--- config.mk ---
export PLATFORM = sky130hd
export DESIGN_NAME = alu_share_arbiter_flat
export DESIGN_NICKNAME = d
export VERILOG_FILES = /design/src/rtl/alu_share_arbiter_pkg.sv /design/src/rtl/alu_share_arbiter_if.sv /design/src/rtl/alu_share_arbiter_rr_arbiter_2.sv /design/src/rtl/alu_share_arbiter.sv /design/src/flat_wrapper.sv
export SDC_FILE = /design/constraint.sdc
export NUM_CORES = 1
export LEC_CHECK = 0
export CAP_MARGIN = 20
export CORE_AREA = 3 3 123 125
export CTS_CLUSTER_DIAMETER = 100
export CTS_CLUSTER_SIZE = 24
export DETAILED_ROUTE_END_ITERATION = 6
export DIE_AREA = 0 0 126 128
export PLACE_DENSITY_LB_ADDON = 0.12
export SLEW_MARGIN = 25
export SYNTH_ARGS = -nofsm -noshare
export SYNTH_HDL_FRONTEND = slang
export SYNTH_HIERARCHICAL = 1
export SYNTH_SLANG_ARGS = --single-unit
--- constraint.sdc ---
create_clock -name Clk_in -period 2.7 [get_ports Clk_in]
set_input_delay 0.54 -clock Clk_in [delete_from_list [all_inputs] [get_ports Clk_in]]
set_output_delay 0.54 -clock Clk_in [all_outputs]
set_load 0.005 [all_outputs]
--- src/rtl/alu_share_arbiter_pkg.sv ---
// Shared definitions for the ALU sharing arbiter.
// Holds the FSM state encoding, default widths and the branch function codes
// understood by the downstream ALU_32BIT.
package alu_arb_pkg;

    localparam int ARB_WIDTH  = 32;
    localparam int ARB_FUNC_W = 6;

    typedef enum logic [1:0] {
        ST_IDLE = 2'd0,
        ST_EXEC = 2'd1,
        ST_RESP = 2'd2
    } state_t;

    // Branch-compare function codes; all other codes are plain ALU operations.
    localparam logic [ARB_FUNC_W-1:0] FUNC_BLTZ = 6'b111000;
    localparam logic [ARB_FUNC_W-1:0] FUNC_BGEZ = 6'b111001;
    localparam logic [ARB_FUNC_W-1:0] FUNC_BEQ  = 6'b111100;
    localparam logic [ARB_FUNC_W-1:0] FUNC_BNE  = 6'b111101;
    localparam logic [ARB_FUNC_W-1:0] FUNC_BLEZ = 6'b111110;
    localparam logic [ARB_FUNC_W-1:0] FUNC_BGTZ = 6'b111111;

endpackage

--- src/rtl/alu_share_arbiter_if.sv ---
// Requester-side bundle of the ALU sharing arbiter: request and response
// handshakes for port 0 (execute stage) and port 1 (branch-compare unit).
//   master : requester side (drives Valid/Func/A/B/RspReady)
//   slave  : arbiter side   (drives Ready/RspValid/O/Branch)
interface alu_share_arbiter_if
    import alu_arb_pkg::*;
#(
    parameter int WIDTH  = ARB_WIDTH,
    parameter int FUNC_W = ARB_FUNC_W
);
    logic              R0_Valid_in,     R1_Valid_in;
    logic              R0_Ready_out,    R1_Ready_out;
    logic [FUNC_W-1:0] R0_Func_in,      R1_Func_in;
    logic [WIDTH-1:0]  R0_A_in,         R1_A_in;
    logic [WIDTH-1:0]  R0_B_in,         R1_B_in;
    logic              R0_RspValid_out, R1_RspValid_out;
    logic              R0_RspReady_in,  R1_RspReady_in;
    logic [WIDTH-1:0]  R0_O_out,        R1_O_out;
    logic              R0_Branch_out,   R1_Branch_out;

    modport master (
        output R0_Valid_in, R1_Valid_in, R0_Func_in, R1_Func_in,
               R0_A_in, R1_A_in, R0_B_in, R1_B_in,
               R0_RspReady_in, R1_RspReady_in,
        input  R0_Ready_out, R1_Ready_out, R0_RspValid_out, R1_RspValid_out,
               R0_O_out, R1_O_out, R0_Branch_out, R1_Branch_out
    );

    modport slave (
        input  R0_Valid_in, R1_Valid_in, R0_Func_in, R1_Func_in,
               R0_A_in, R1_A_in, R0_B_in, R1_B_in,
               R0_RspReady_in, R1_RspReady_in,
        output R0_Ready_out, R1_Ready_out, R0_RspValid_out, R1_RspValid_out,
               R0_O_out, R1_O_out, R0_Branch_out, R1_Branch_out
    );

endinterface

--- src/rtl/alu_share_arbiter_rr_arbiter_2.sv ---
// Two-way round-robin arbiter.
//   clk, rst_n : clock, asynchronous active-low reset
//   req[1:0]   : request vector
//   advance    : a grant is being taken this cycle; rotate the pointer
//   grant[1:0] : one-hot grant (zero when nothing requests)
//   ptr        : pointer register, 0 favours req[0], 1 favours req[1]
module rr_arbiter_2 (
    input  logic       clk,
    input  logic       rst_n,
    input  logic [1:0] req,
    input  logic       advance,
    output logic [1:0] grant,
    output logic       ptr
);

    always_comb begin
        // NOTE: default first so every path assigns grant and no latch is inferred.
        grant = 2'b00;
        case (req)
            2'b01:   grant = 2'b01;
            2'b10:   grant = 2'b10;
            2'b11:   grant = ptr ? 2'b10 : 2'b01;
            default: grant = 2'b00;
        endcase
    end

    // After a grant the pointer favours the port that lost (or did not ask).
    always_ff @(posedge clk or negedge rst_n) begin
        if (!rst_n) begin
            ptr <= 1'b0;
        end else if (advance && (grant != 2'b00)) begin
            // NOTE: non-blocking assignment for all clocked state.
            ptr <= grant[0];
        end
    end

endmodule

--- src/rtl/alu_share_arbiter.sv ---
// Shares one ALU_32BIT between the execute stage (port 0) and the
// branch-compare unit (port 1).  One operation at a time: IDLE grants a port
// and captures its operands, EXEC presents them to the ALU and captures the
// result, RESP holds the result until the owner consumes it.
//   Clk_in, Reset_n_in      : clock, asynchronous active-low reset
//   bus (slave)             : request/response handshakes of both ports
//   Alu_Func_out/A/B_out    : operand registers driven to the ALU
//   Alu_O_in, Alu_Branch_in : combinational ALU result
//   Busy_out                : state is not IDLE
module alu_share_arbiter
    import alu_arb_pkg::*;
#(
    parameter int WIDTH  = ARB_WIDTH,
    parameter int FUNC_W = ARB_FUNC_W
) (
    input  logic               Clk_in,
    input  logic               Reset_n_in,
    alu_share_arbiter_if.slave bus,
    output logic [FUNC_W-1:0]  Alu_Func_out,
    output logic [WIDTH-1:0]   Alu_A_out,
    output logic [WIDTH-1:0]   Alu_B_out,
    input  logic [WIDTH-1:0]   Alu_O_in,
    input  logic               Alu_Branch_in,
    output logic               Busy_out
);

    state_t            state;
    logic              owner;        // 0: port 0 owns the ALU, 1: port 1
    logic [FUNC_W-1:0] func_q;
    logic [WIDTH-1:0]  a_q;
    logic [WIDTH-1:0]  b_q;
    logic [WIDTH-1:0]  o_q;
    logic              branch_q;
    logic [1:0]        rsp_valid_q;
    logic              busy_q;

    logic [1:0]        req;
    logic [1:0]        grant;
    logic              advance;
    logic              owner_ready;
    logic              ptr_unused;   // grant already encodes the pointer's effect

    assign req         = {bus.R1_Valid_in, bus.R0_Valid_in};
    assign advance     = (state == ST_IDLE);
    assign owner_ready = owner ? bus.R1_RspReady_in : bus.R0_RspReady_in;

    rr_arbiter_2 u_rr (
        .clk     (Clk_in),
        .rst_n   (Reset_n_in),
        .req     (req),
        .advance (advance),
        .grant   (grant),
        .ptr     (ptr_unused)
    );

    // Ready is a pure function of state and requests; it is gated by reset so
    // no request is acknowledged while the block is held in reset.
    assign bus.R0_Ready_out = Reset_n_in && (state == ST_IDLE) && grant[0];
    assign bus.R1_Ready_out = Reset_n_in && (state == ST_IDLE) && grant[1];

    always_ff @(posedge Clk_in or negedge Reset_n_in) begin
        if (!Reset_n_in) begin
            // NOTE: every register, including data registers, is reset so the
            // ALU inputs and result outputs are defined zeros after reset.
            state       <= ST_IDLE;
            owner       <= 1'b0;
            func_q      <= '0;
            a_q         <= '0;
            b_q         <= '0;
            o_q         <= '0;
            branch_q    <= 1'b0;
            rsp_valid_q <= 2'b00;
            busy_q      <= 1'b0;
        end else begin
            case (state)
                ST_IDLE: begin
                    if (grant != 2'b00) begin
                        owner  <= grant[1];
                        func_q <= grant[1] ? bus.R1_Func_in : bus.R0_Func_in;
                        a_q    <= grant[1] ? bus.R1_A_in    : bus.R0_A_in;
                        b_q    <= grant[1] ? bus.R1_B_in    : bus.R0_B_in;
                        busy_q <= 1'b1;
                        state  <= ST_EXEC;
                    end
                end
                ST_EXEC: begin
                    o_q         <= Alu_O_in;
                    branch_q    <= Alu_Branch_in;
                    rsp_valid_q <= owner ? 2'b10 : 2'b01;
                    state       <= ST_RESP;
                end
                ST_RESP: begin
                    if (owner_ready) begin
                        rsp_valid_q <= 2'b00;
                        busy_q      <= 1'b0;
                        state       <= ST_IDLE;
                    end
                end
                default: begin
                    rsp_valid_q <= 2'b00;
                    busy_q      <= 1'b0;
                    state       <= ST_IDLE;
                end
            endcase
        end
    end

    // Operand registers feed the ALU in every state so its inputs stay quiet.
    assign Alu_Func_out = func_q;
    assign Alu_A_out    = a_q;
    assign Alu_B_out    = b_q;

    // Both ports see the same result registers; only the owner gets RspValid.
    assign bus.R0_O_out        = o_q;
    assign bus.R1_O_out        = o_q;
    assign bus.R0_Branch_out   = branch_q;
    assign bus.R1_Branch_out   = branch_q;
    assign bus.R0_RspValid_out = rsp_valid_q[0];
    assign bus.R1_RspValid_out = rsp_valid_q[1];
    assign Busy_out            = busy_q;

endmodule

--- src/flat_wrapper.sv ---
// flat-port wrapper written by rule: the top's interface ports become plain ports
module alu_share_arbiter_flat import alu_arb_pkg::*;
#(
    parameter int WIDTH  = ARB_WIDTH,
    parameter int FUNC_W = ARB_FUNC_W
)
  (Clk_in, Reset_n_in, Alu_Func_out, Alu_A_out, Alu_B_out, Alu_O_in, Alu_Branch_in, Busy_out, bus_R0_Valid_in, bus_R1_Valid_in, bus_R0_Func_in, bus_R1_Func_in, bus_R0_A_in, bus_R1_A_in, bus_R0_B_in, bus_R1_B_in, bus_R0_RspReady_in, bus_R1_RspReady_in, bus_R0_Ready_out, bus_R1_Ready_out, bus_R0_RspValid_out, bus_R1_RspValid_out, bus_R0_O_out, bus_R1_O_out, bus_R0_Branch_out, bus_R1_Branch_out);
  alu_share_arbiter_if #(.WIDTH(WIDTH), .FUNC_W(FUNC_W)) bus_i ();
  input  logic Clk_in;
  input  logic Reset_n_in;
  output logic [FUNC_W-1:0] Alu_Func_out;
  output logic [WIDTH-1:0] Alu_A_out;
  output logic [WIDTH-1:0] Alu_B_out;
  input  logic [WIDTH-1:0] Alu_O_in;
  input  logic Alu_Branch_in;
  output logic Busy_out;
  input wire logic [$bits(bus_i.R0_Valid_in)-1:0] bus_R0_Valid_in;
  input wire logic [$bits(bus_i.R1_Valid_in)-1:0] bus_R1_Valid_in;
  input wire logic [$bits(bus_i.R0_Func_in)-1:0] bus_R0_Func_in;
  input wire logic [$bits(bus_i.R1_Func_in)-1:0] bus_R1_Func_in;
  input wire logic [$bits(bus_i.R0_A_in)-1:0] bus_R0_A_in;
  input wire logic [$bits(bus_i.R1_A_in)-1:0] bus_R1_A_in;
  input wire logic [$bits(bus_i.R0_B_in)-1:0] bus_R0_B_in;
  input wire logic [$bits(bus_i.R1_B_in)-1:0] bus_R1_B_in;
  input wire logic [$bits(bus_i.R0_RspReady_in)-1:0] bus_R0_RspReady_in;
  input wire logic [$bits(bus_i.R1_RspReady_in)-1:0] bus_R1_RspReady_in;
  output wire logic [$bits(bus_i.R0_Ready_out)-1:0] bus_R0_Ready_out;
  output wire logic [$bits(bus_i.R1_Ready_out)-1:0] bus_R1_Ready_out;
  output wire logic [$bits(bus_i.R0_RspValid_out)-1:0] bus_R0_RspValid_out;
  output wire logic [$bits(bus_i.R1_RspValid_out)-1:0] bus_R1_RspValid_out;
  output wire logic [$bits(bus_i.R0_O_out)-1:0] bus_R0_O_out;
  output wire logic [$bits(bus_i.R1_O_out)-1:0] bus_R1_O_out;
  output wire logic [$bits(bus_i.R0_Branch_out)-1:0] bus_R0_Branch_out;
  output wire logic [$bits(bus_i.R1_Branch_out)-1:0] bus_R1_Branch_out;
  assign bus_i.R0_Valid_in = bus_R0_Valid_in;
  assign bus_i.R1_Valid_in = bus_R1_Valid_in;
  assign bus_i.R0_Func_in = bus_R0_Func_in;
  assign bus_i.R1_Func_in = bus_R1_Func_in;
  assign bus_i.R0_A_in = bus_R0_A_in;
  assign bus_i.R1_A_in = bus_R1_A_in;
  assign bus_i.R0_B_in = bus_R0_B_in;
  assign bus_i.R1_B_in = bus_R1_B_in;
  assign bus_i.R0_RspReady_in = bus_R0_RspReady_in;
  assign bus_i.R1_RspReady_in = bus_R1_RspReady_in;
  assign bus_R0_Ready_out = bus_i.R0_Ready_out;
  assign bus_R1_Ready_out = bus_i.R1_Ready_out;
  assign bus_R0_RspValid_out = bus_i.R0_RspValid_out;
  assign bus_R1_RspValid_out = bus_i.R1_RspValid_out;
  assign bus_R0_O_out = bus_i.R0_O_out;
  assign bus_R1_O_out = bus_i.R1_O_out;
  assign bus_R0_Branch_out = bus_i.R0_Branch_out;
  assign bus_R1_Branch_out = bus_i.R1_Branch_out;
  alu_share_arbiter #(.WIDTH(WIDTH), .FUNC_W(FUNC_W)) u_core (.Clk_in(Clk_in), .Reset_n_in(Reset_n_in), .bus(bus_i), .Alu_Func_out(Alu_Func_out), .Alu_A_out(Alu_A_out), .Alu_B_out(Alu_B_out), .Alu_O_in(Alu_O_in), .Alu_Branch_in(Alu_Branch_in), .Busy_out(Busy_out));
endmodule
-- After elaboration in Yosys (flattened, before gate mapping)
Cells that the tools add are included.
- bits of input ports: 179
- logic and storage cells: 43
- bits in registers: 110
- equality and inequality tests: 7
- multiplexer cells: 14
- bitwise operators: 2
- reductions and logical operators: 10
- operators with widths (operator ; count):
    32-bit two-way mux ; 2
    2-bit case mux with 3 select lines ; 3
    2-bit two-way mux ; 4
    2-bit == test, second input constant ; 3
    6-bit two-way mux ; 1
    2-bit AND reduction ; 3
    2-bit by 1-bit == test with 1-bit output, second input constant ; 2
    1-bit logical AND ; 4
    2-bit by 1-bit inequality test with 1-bit output, second input constant ; 2
    1-bit two-way mux ; 3
    1-bit case mux with 3 select lines ; 1
    3-bit AND reduction ; 1
    2-bit zero test ; 1
    1-bit inverter ; 2
    2-bit nonzero test ; 1

-- Longest topological paths before layout
- depth in word-level cells: 5
- depth in mapped cells: 7
- gate-level depth less buffers: 4

-- Modules after synthesis
The synthesis kept the hierarchy.
- modules (own cells, without submodules) (module ; area an instance (µm²) ; cells an instance ; seq. area each (µm²) ; instances):
    alu_share_arbiter ; 5534.1 ; 351 ; 2727.6 ; 1
    rr_arbiter_2 ; 55.1 ; 6 ; 25.0 ; 1

-- Worst setup path before layout
OpenSTA, ideal clock, no wires.
- path kind: input -> register
- start point: in bus_R1_Valid_in
- end point: reg u_core.a_q[0] (netlist: u_core/Alu_A_out[0])
- slack: 0.940 ns
- library setup time: 0.125 ns
- data required time: 2.575 ns
- data arrival time: 1.635 ns
- cell stages on the path: 5
- cells stage by stage: a21boi_1 -> buf_6 -> buf_2 -> mux2_2 -> mux2_4
- cells in the longest elaborated chain, start to end: 4
- ends and longest elaborated chain (item ; RTL line ; RTL):
    from (decl) ; flat_wrapper.sv:18 ; input wire logic [$bits(bus_i.R1_Valid_in)-1:0] bus_R1_Valid_in;
    2-bit == test / 2-bit by 1-bit == test with 1-bit output (equally long branches) ; alu_share_arbiter_rr_arbiter_2.sv:19 ; case (req)
    2-bit case mux with 3 select lines (*) ; alu_share_arbiter_rr_arbiter_2.sv:19 ;
    2-bit nonzero test ; alu_share_arbiter.sv:77 ; if (grant != 2'b00) begin
    2-bit AND reduction (no source line) ; -- ;
    to (signal assigned) ; alu_share_arbiter.sv:80 ; a_q <= grant[1] ? bus.R1_A_in : bus.R0_A_in;
    to (decl) ; alu_share_arbiter.sv:30 ; logic [WIDTH-1:0] a_q;
Mark *: on every way between the ends. The rest lies on a longest branch, timed or not.
A chain may end at the register's enable or synchronous reset.

-- Worst setup path in the final report
- start point: in bus_R0_Valid_in
- end point: out bus_R0_Ready_out
- cells in the longest elaborated chain, start to end: 3
- ends and longest elaborated chain (item ; RTL line ; RTL):
    from (decl) ; flat_wrapper.sv:17 ; input wire logic [$bits(bus_i.R0_Valid_in)-1:0] bus_R0_Valid_in;
    2-bit == test / 2-bit by 1-bit == test with 1-bit output (equally long branches) ; alu_share_arbiter_rr_arbiter_2.sv:19 ;
    2-bit case mux with 3 select lines (*) ; alu_share_arbiter_rr_arbiter_2.sv:19 ;
    named net u_core.grant[0] ; alu_share_arbiter.sv:38 ; logic [1:0] grant;
    1-bit logical AND (*) ; alu_share_arbiter.sv:58 ; assign bus.R0_Ready_out = Reset_n_in && (state == ST_IDLE) && grant[0];
    to (decl) ; flat_wrapper.sv:27 ; output wire logic [$bits(bus_i.R0_Ready_out)-1:0] bus_R0_Ready_out;
Mark *: on every way through the listed nets, which the timed path passes. The rest lies on a longest branch.

==> flow_summary.toml <==
[run_status]
status = "finished clean"

[cts]
postCtsResizedCells = 0
cts_setup_buffers = 0
clock_path_buffers = 2
cts-root-buf = "sky130_fd_sc_hd__clkbuf_16"
cts_inserted_buffers = 9
cts_hold_buf = 0
clock_latency_ps = 340
clock_tree_from_tritoncts = "built"
cts_sinks = 110
cts-htree-levels = 3
clkTransAtPathRegs_ps = 70

[final_layout]
layout.filler_cells = 1069
finish.instance_area_um2 = 8940
num_antenna_cells = 0
flow.area_growth_from_synthesis_pct = 60.0
design.final.nets = 823
final_layout_size_suffix_gt1_share_pct = 25.7
utilization_pct = 63.9

[placement]
dp_hpwl_um = 12100
placement.cell_area_um2 = 8680
port-buffer-count = 319
gp_routability_congestion = 0.862

[synth]
synth.net_count = 536
synthDominantCellAreaShare_pct = 49.3
ys_warn_count = 6
postSynth.asyncResetShare_pct = 100
yosys_most_used_dff = "sky130_fd_sc_hd__dfrtp_1"
synth-edff-count = 0
synth.area.top_cells = "sky130_fd_sc_hd__dfrtp_1 (49%), sky130_fd_sc_hd__mux2_4 (18%), sky130_fd_sc_hd__mux2_2 (14%), sky130_fd_sc_hd__mux2_1 (7.1%), sky130_fd_sc_hd__buf_4 (5.0%)"
synth_area_leader_cell = "sky130_fd_sc_hd__dfrtp_1"
synth_common_cells = "sky130_fd_sc_hd__dfrtp_1 (110), sky130_fd_sc_hd__mux2_2 (71), sky130_fd_sc_hd__mux2_4 (68)"
synth_seq_area_share_pct = 49.3
yosys_register_bits = 110
synth_area_um2 = 5590
yosys.cell_count.top_type = "sky130_fd_sc_hd__dfrtp_1"
postSynthCellCount = 357
netlist-cell-type-count = 21
avgSynthCellArea_um2 = 15.7

[floorplan]
start_util_pct = 40.0
io_pins = 320
placementRows = 43
die_y_extent_um = 128
chipWidth_um = 126
coreArea_um2 = 14000
fp.dieArea_um2 = 16100

[pwr]
p_clk_share_pct = 12.9
p_sw_mw = 2.67
vdd_ir_drop_max_v = 0.000474
total_power_per_unit_cell_area_nw_per_um2 = 1050
seq_power_share_pct = 32.9
total_leakage_power_nw = 3.75
internal-power_mw = 6.73
comb_power_share_pct = 54.2
switching_share_pct = 28.4

[routing]
detail_route.wirelength_um = 15400
drc_violation_count_after_routing = 0
num_vias = 3837
drtAntennaViolNets = 0
detailedRoute.firstPassIterationCount = 4
viasPerCell = 4.65
post_drt_wl_per_cell_um = 18.7
drt_first_iter_violations = 119

[sta]
fin_tns_setup_ps = 0
clock_skew_ps = 5.24
setup_viol = 0
post-route-period-util_pct = 95.6
drv_slew = 0
max_clock_freq_mhz = 388
grt_setup_unrepaired = "false"
hold_viol_final = 0
worst_hold_slack_ps = 373
slew_at_the_pin_closest_to_its_max_slew_limit_ps = 716
worst_slew_margin_rel_pct = 52.3
period_needed_ps = 2580

[global_route]
grt_antenna_before_repair = 0
grt_first_pass_wirelength_um = 24100
largest_net_degree_at_the_start_of_global_routing = 58
first_global_vias = 4268
globalRouteOverflowTotal = 0
grt_use_total_pct = 19.1

[worst_setup_path]
reg2regPathDepth = 6
worstSetupStartpointType = "input port"
startpoint = "bus_R0_Valid_in"
cp_max_fo = 3
cp-end-kind = "output port"
path_class = "in -> out"
register_to_register_setup_slack_ps = 820
endpoint = "bus_R0_Ready_out"
regToRegStartpoint = "u_core/u_rr/ptr"
critPathArrivalTime_ps = 2040
timing.rr.end = "u_core/Alu_A_out[4]"
critical_path_required_ps = 2160

[worst_hold_path]
min_path_type = "in -> async"

[job]
drv.max_cap_violation_count = 0
power groups by stage:
| stage | logic (mW) | registers, mW | clock network [mW] |
|---|---|---|---|
| after global routing | 5.42 | 3.22 | 1.33 |
| after CTS | 5.20 | 3.10 | 1.26 |
| after global placement | 5.11 | 3.08 | 0 |
| after detailed placement | 5.18 | 3.10 | 0 |
| final | 5.10 | 3.09 | 1.21 |
| after floorplan | 2.76 | 3.08 | 0 |
how the worst min path moves through the flow:
stage                     cells after the start  slack, ps             from                       end
final                                         2        370       Reset_n_in              u_core/owner
after global routing                          2        440       Reset_n_in  u_core/bus.R0_Branch_out
after CTS                                     2        400       Reset_n_in              u_core/owner
after detailed placement                      1        470  u_core/Busy_out           u_core/Busy_out
after global placement                        1        460  u_core/Busy_out           u_core/Busy_out
after floorplan                               0        240       Reset_n_in       u_core/Alu_A_out[0]
critical path, cell delays in order:
cell                              delay [ps]
sky130_fd_sc_hd__clkdlybuf4s50_1         550
sky130_fd_sc_hd__a21boi_0                270
sky130_fd_sc_hd__and3_1                  190
sky130_fd_sc_hd__clkdlybuf4s50_1         500
cells in the final DEF (no fill, tap or decap), drive strengths merged:
master / count
clkdlybuf4s50: 318
mux2: 174
dfrtp: 110
clkbuf: 12
buf: 11
a21oi: 3
a21o: 3
and3: 2
inv: 2
a22o: 2
nor2: 2
a21boi: 2
clkinvlp: 1
o21a: 1
nor2b: 1
o21ai: 1
a31oi: 1
final cells by class:
cell class                      count  area [µm²]  area share [%]
Clock buffer                       12         256            2.87
Clock inverter                      1        7.51          0.0840
Inverter                            2        7.51          0.0840
Multi-Input combinational cell    192        2360            26.4
Sequential cell                   110        2750            30.8
Tap cell                          180         225            2.52
Timing Repair Buffer              329        3330            37.2
sequential cells by signal (all words and copies together) (netlist names):
| register | cells |
|---|---|
| u_core/Alu_A_out | 32 |
| u_core/Alu_B_out | 32 |
| u_core/bus.R0_O_out | 32 |
| u_core/Alu_Func_out | 6 |
| u_core/rsp_valid_q | 2 |
| u_core/state | 2 |
| u_core/Busy_out | 1 |
| u_core/bus.R0_Branch_out | 1 |
| u_core/owner | 1 |
| u_core/u_rr/ptr | 1 |
cell families (layout without fill, tap and decap cells):
group                  Yosys count  after routing  share of synthesized area, %
buffers and inverters           55            344                          8.80
muxes                          174            174                          39.6
AOI/OAI and AO/OA               13             13                          1.72
DFF                            110            110                          49.3
and+or+nand+nor                  5              5                         0.604
per-stage QoR:
stage	cells	worst slack (ps)	power, mW
CTS	826	125	9.55
finish	826	120	9.40
global route	826	56.1	9.97
detailed placement	813	130	8.28
global placement	813	142	8.19
floorplan	357	940	5.84
layer usage:
layer / share of wire, % / vias up / global-route usage, % / wire length, µm
met1: 38 / 1841 / 22.1 / 5900
met4: 1.9 / 0 / 6.75 / 289
met3: 7.2 / 18 / 5.29 / 1120
met5: 0 / - / 0 / 0
li1: - / 1795 / - / -
met2: 53 / 183 / 34.0 / 8130
(Power assumes the default switching activity.)
==> edit: new RTL, same flow settings <==
Reset style: synchronous (`Reset_n_in` and `rst_n`), changed in 2 clocked blocks. Comments in the files are not updated.
--- a/src/rtl/alu_share_arbiter_rr_arbiter_2.sv
+++ b/src/rtl/alu_share_arbiter_rr_arbiter_2.sv
@@ -25,7 +25,7 @@
     end
 
     // After a grant the pointer favours the port that lost (or did not ask).
-    always_ff @(posedge clk or negedge rst_n) begin
+    always_ff @(posedge clk) begin
         if (!rst_n) begin
             ptr <= 1'b0;
         end else if (advance && (grant != 2'b00)) begin
--- a/src/rtl/alu_share_arbiter.sv
+++ b/src/rtl/alu_share_arbiter.sv
@@ -58,7 +58,7 @@
     assign bus.R0_Ready_out = Reset_n_in && (state == ST_IDLE) && grant[0];
     assign bus.R1_Ready_out = Reset_n_in && (state == ST_IDLE) && grant[1];
 
-    always_ff @(posedge Clk_in or negedge Reset_n_in) begin
+    always_ff @(posedge Clk_in) begin
         if (!Reset_n_in) begin
             // NOTE: every register, including data registers, is reset so the
             // ALU inputs and result outputs are defined zeros after reset.
Function: differs if Reset_n_in is asserted again (counterexample within 4 cycles, from zero or initial values and one cycle with Reset_n_in low); with Reset_n_in held inactive, the same outputs for 10 cycles.
==> edit against the original RTL <==
Area after synthesis decreased by 6.8%; clock skew is 0.0073 ns higher; worst setup slack gained 0.10 ns; critical path depth is the same; wire length is 6.9% higher; final area down 4.7%; sequential cell count unchanged.
Power is not compared: it rests on default switching activity, and its combinational part moved more than twofold at a synthesized area within 25%.
==> edit: results <==
grt:
  grt_pass1_vias: 4894
  grt_pass1_wl_um: 25620
  grt_max_degree: 72
  antenna_found_initial: 0
  grt_usage: 0.1974
placement:
  port_buffers: 319
  place.gp.congestion: 0.8292
  place_hpwl_um: 12280
clock_tree:
  clk_latency_ns: 0.34
  cts-resized-gates: 0
  cts-root-buf: "clkbuf_16"
  cts_buffers: 9
  cts.path.max_buffers: 2
  htree_levels: 3
  cts_setup_buffers: 0
  cts.clk_slew.worst_paths_ns: 0.07
synth:
  async_flop_share: 0
  yosysWarnings: 6
  ys_seq_area_frac: 0.4227
  synth_area_leaders: "dfxtp_1, o211a_1, mux2i_1"
  synth_common_cells: "dfxtp_1, o211a_1, mux2i_1, nand2_1, nand3_1"
  synth_cell_type_count: 27
  syn_nets: 716
  synth_flop_cell: "dfxtp_1"
sta:
  tightest_slew_ns: 0.5621
  finalClockSkew_ns: 0.01255
critical_path:
  cp_data_arrival_time_ns: 1.94
  crit_family: "buffers and inverters"
  worst-path-max-fanout: 2
  cpMaxStageDelayCell: "clkdlybuf4s50_1"
  slowest_delay_ns: 0.53
min_path:
  holdCritPathClass: "reg2reg"
status:
  status: "complete, no violations"
final_layout:
  num-fill-cells: 1227
  antenna_cells: 0
  drive_gt1_frac: 0.04511
  fin_nets: 973
detailed_routing:
  firstDrtPassIters: 4
  viasPerCell: 5.029
  drt-initial-drc-count: 208
  wl_per_cell_um: 16.87
power_and_ir_drop:
  power_leakage_nw: 3.783
  vdd_ir_drop_max_uv: 262.1
edit: changes by cell type after synthesis, moves of 8 or more:
cell | unedited run | this run
dfrtp_1 | 110 | 0
dfxtp_1 | 0 | 110
o211a_1 | 0 | 71
mux2_2 | 71 | 1
mux2i_1 | 0 | 70
nand2_1 | 0 | 70
nand3_1 | 0 | 70
mux2_4 | 68 | 0
mux2_1 | 35 | 0
a21boi_1 | 1 | 34
clkbuf_1 | 0 | 19
buf_2 | 7 | 22
buf_12 | 8 | 0
edit: kinds of logic after synthesis:
family / synth area share
simple gates: 0.1364
compound gates: 0.1988
flops: 0.4227
mux: 0.1366
buf+inv: 0.1054
edit: final cells by class:
cell class | count | area share
multi-input combinational | 340 | 0.2909
clock buffer | 11 | 0.02965
clock inverter | 4 | 0.002642
inverter | 1 | 0.0004403
sequential | 110 | 0.2583
tap | 180 | 0.02642
timing repair buffer | 332 | 0.3916
edit: tightest hold or removal path, stage by stage (launching register included):
cell and delay, ns:
dfxtp_1 0.32, nand2_1 0.05, a21boi_1 0.05
edit: layer usage:
layer / track usage / wire (µm)
met1: 0.2173 / 6208
met2: 0.3552 / 8502
met3: 0.07000 / 1477
met4: 0.06372 / 306
met5: 0 / 0
edit: path summary, 6_finish.rpt:
check	startpoint	end	slack (ns)	cells past startpoint
max	bus_R0_Valid_in	bus_R0_Ready_out	0.22	4
min	u_core/bus.R0_O_out[0]	u_core/bus.R0_O_out[0]	0.47	2
max reg2reg	u_core/u_rr/ptr	u_core/Alu_A_out[9]	0.88	8
min reg2reg	u_core/bus.R0_O_out[0]	u_core/bus.R0_O_out[0]	0.47	2
edit: power breakdown:
group	total [W]	internal, W	switching (W)
clock network	0.00124	0.000667	0.000571
logic	0.00146	0.000890	0.000574
registers	0.00195	0.00183	0.000125
total	0.00465	0.00338	0.00127
edit: through the flow:
stage          power, W  cells  setup WS (ns)  utilization  cell area [µm²]
6_report       0.004653    978         0.2214       0.6094             8524
4_1_cts        0.004714    978         0.2022       0.6094             8524
3_3_place_gp   0.003440    963         0.1912       0.5897             8249
2_1_floorplan  0.002646    537         0.8180            -             5210
5_1_grt        0.004894    978         0.1137       0.6094             8524
3_5_place_dp   0.003464    963         0.1913       0.5897             8249
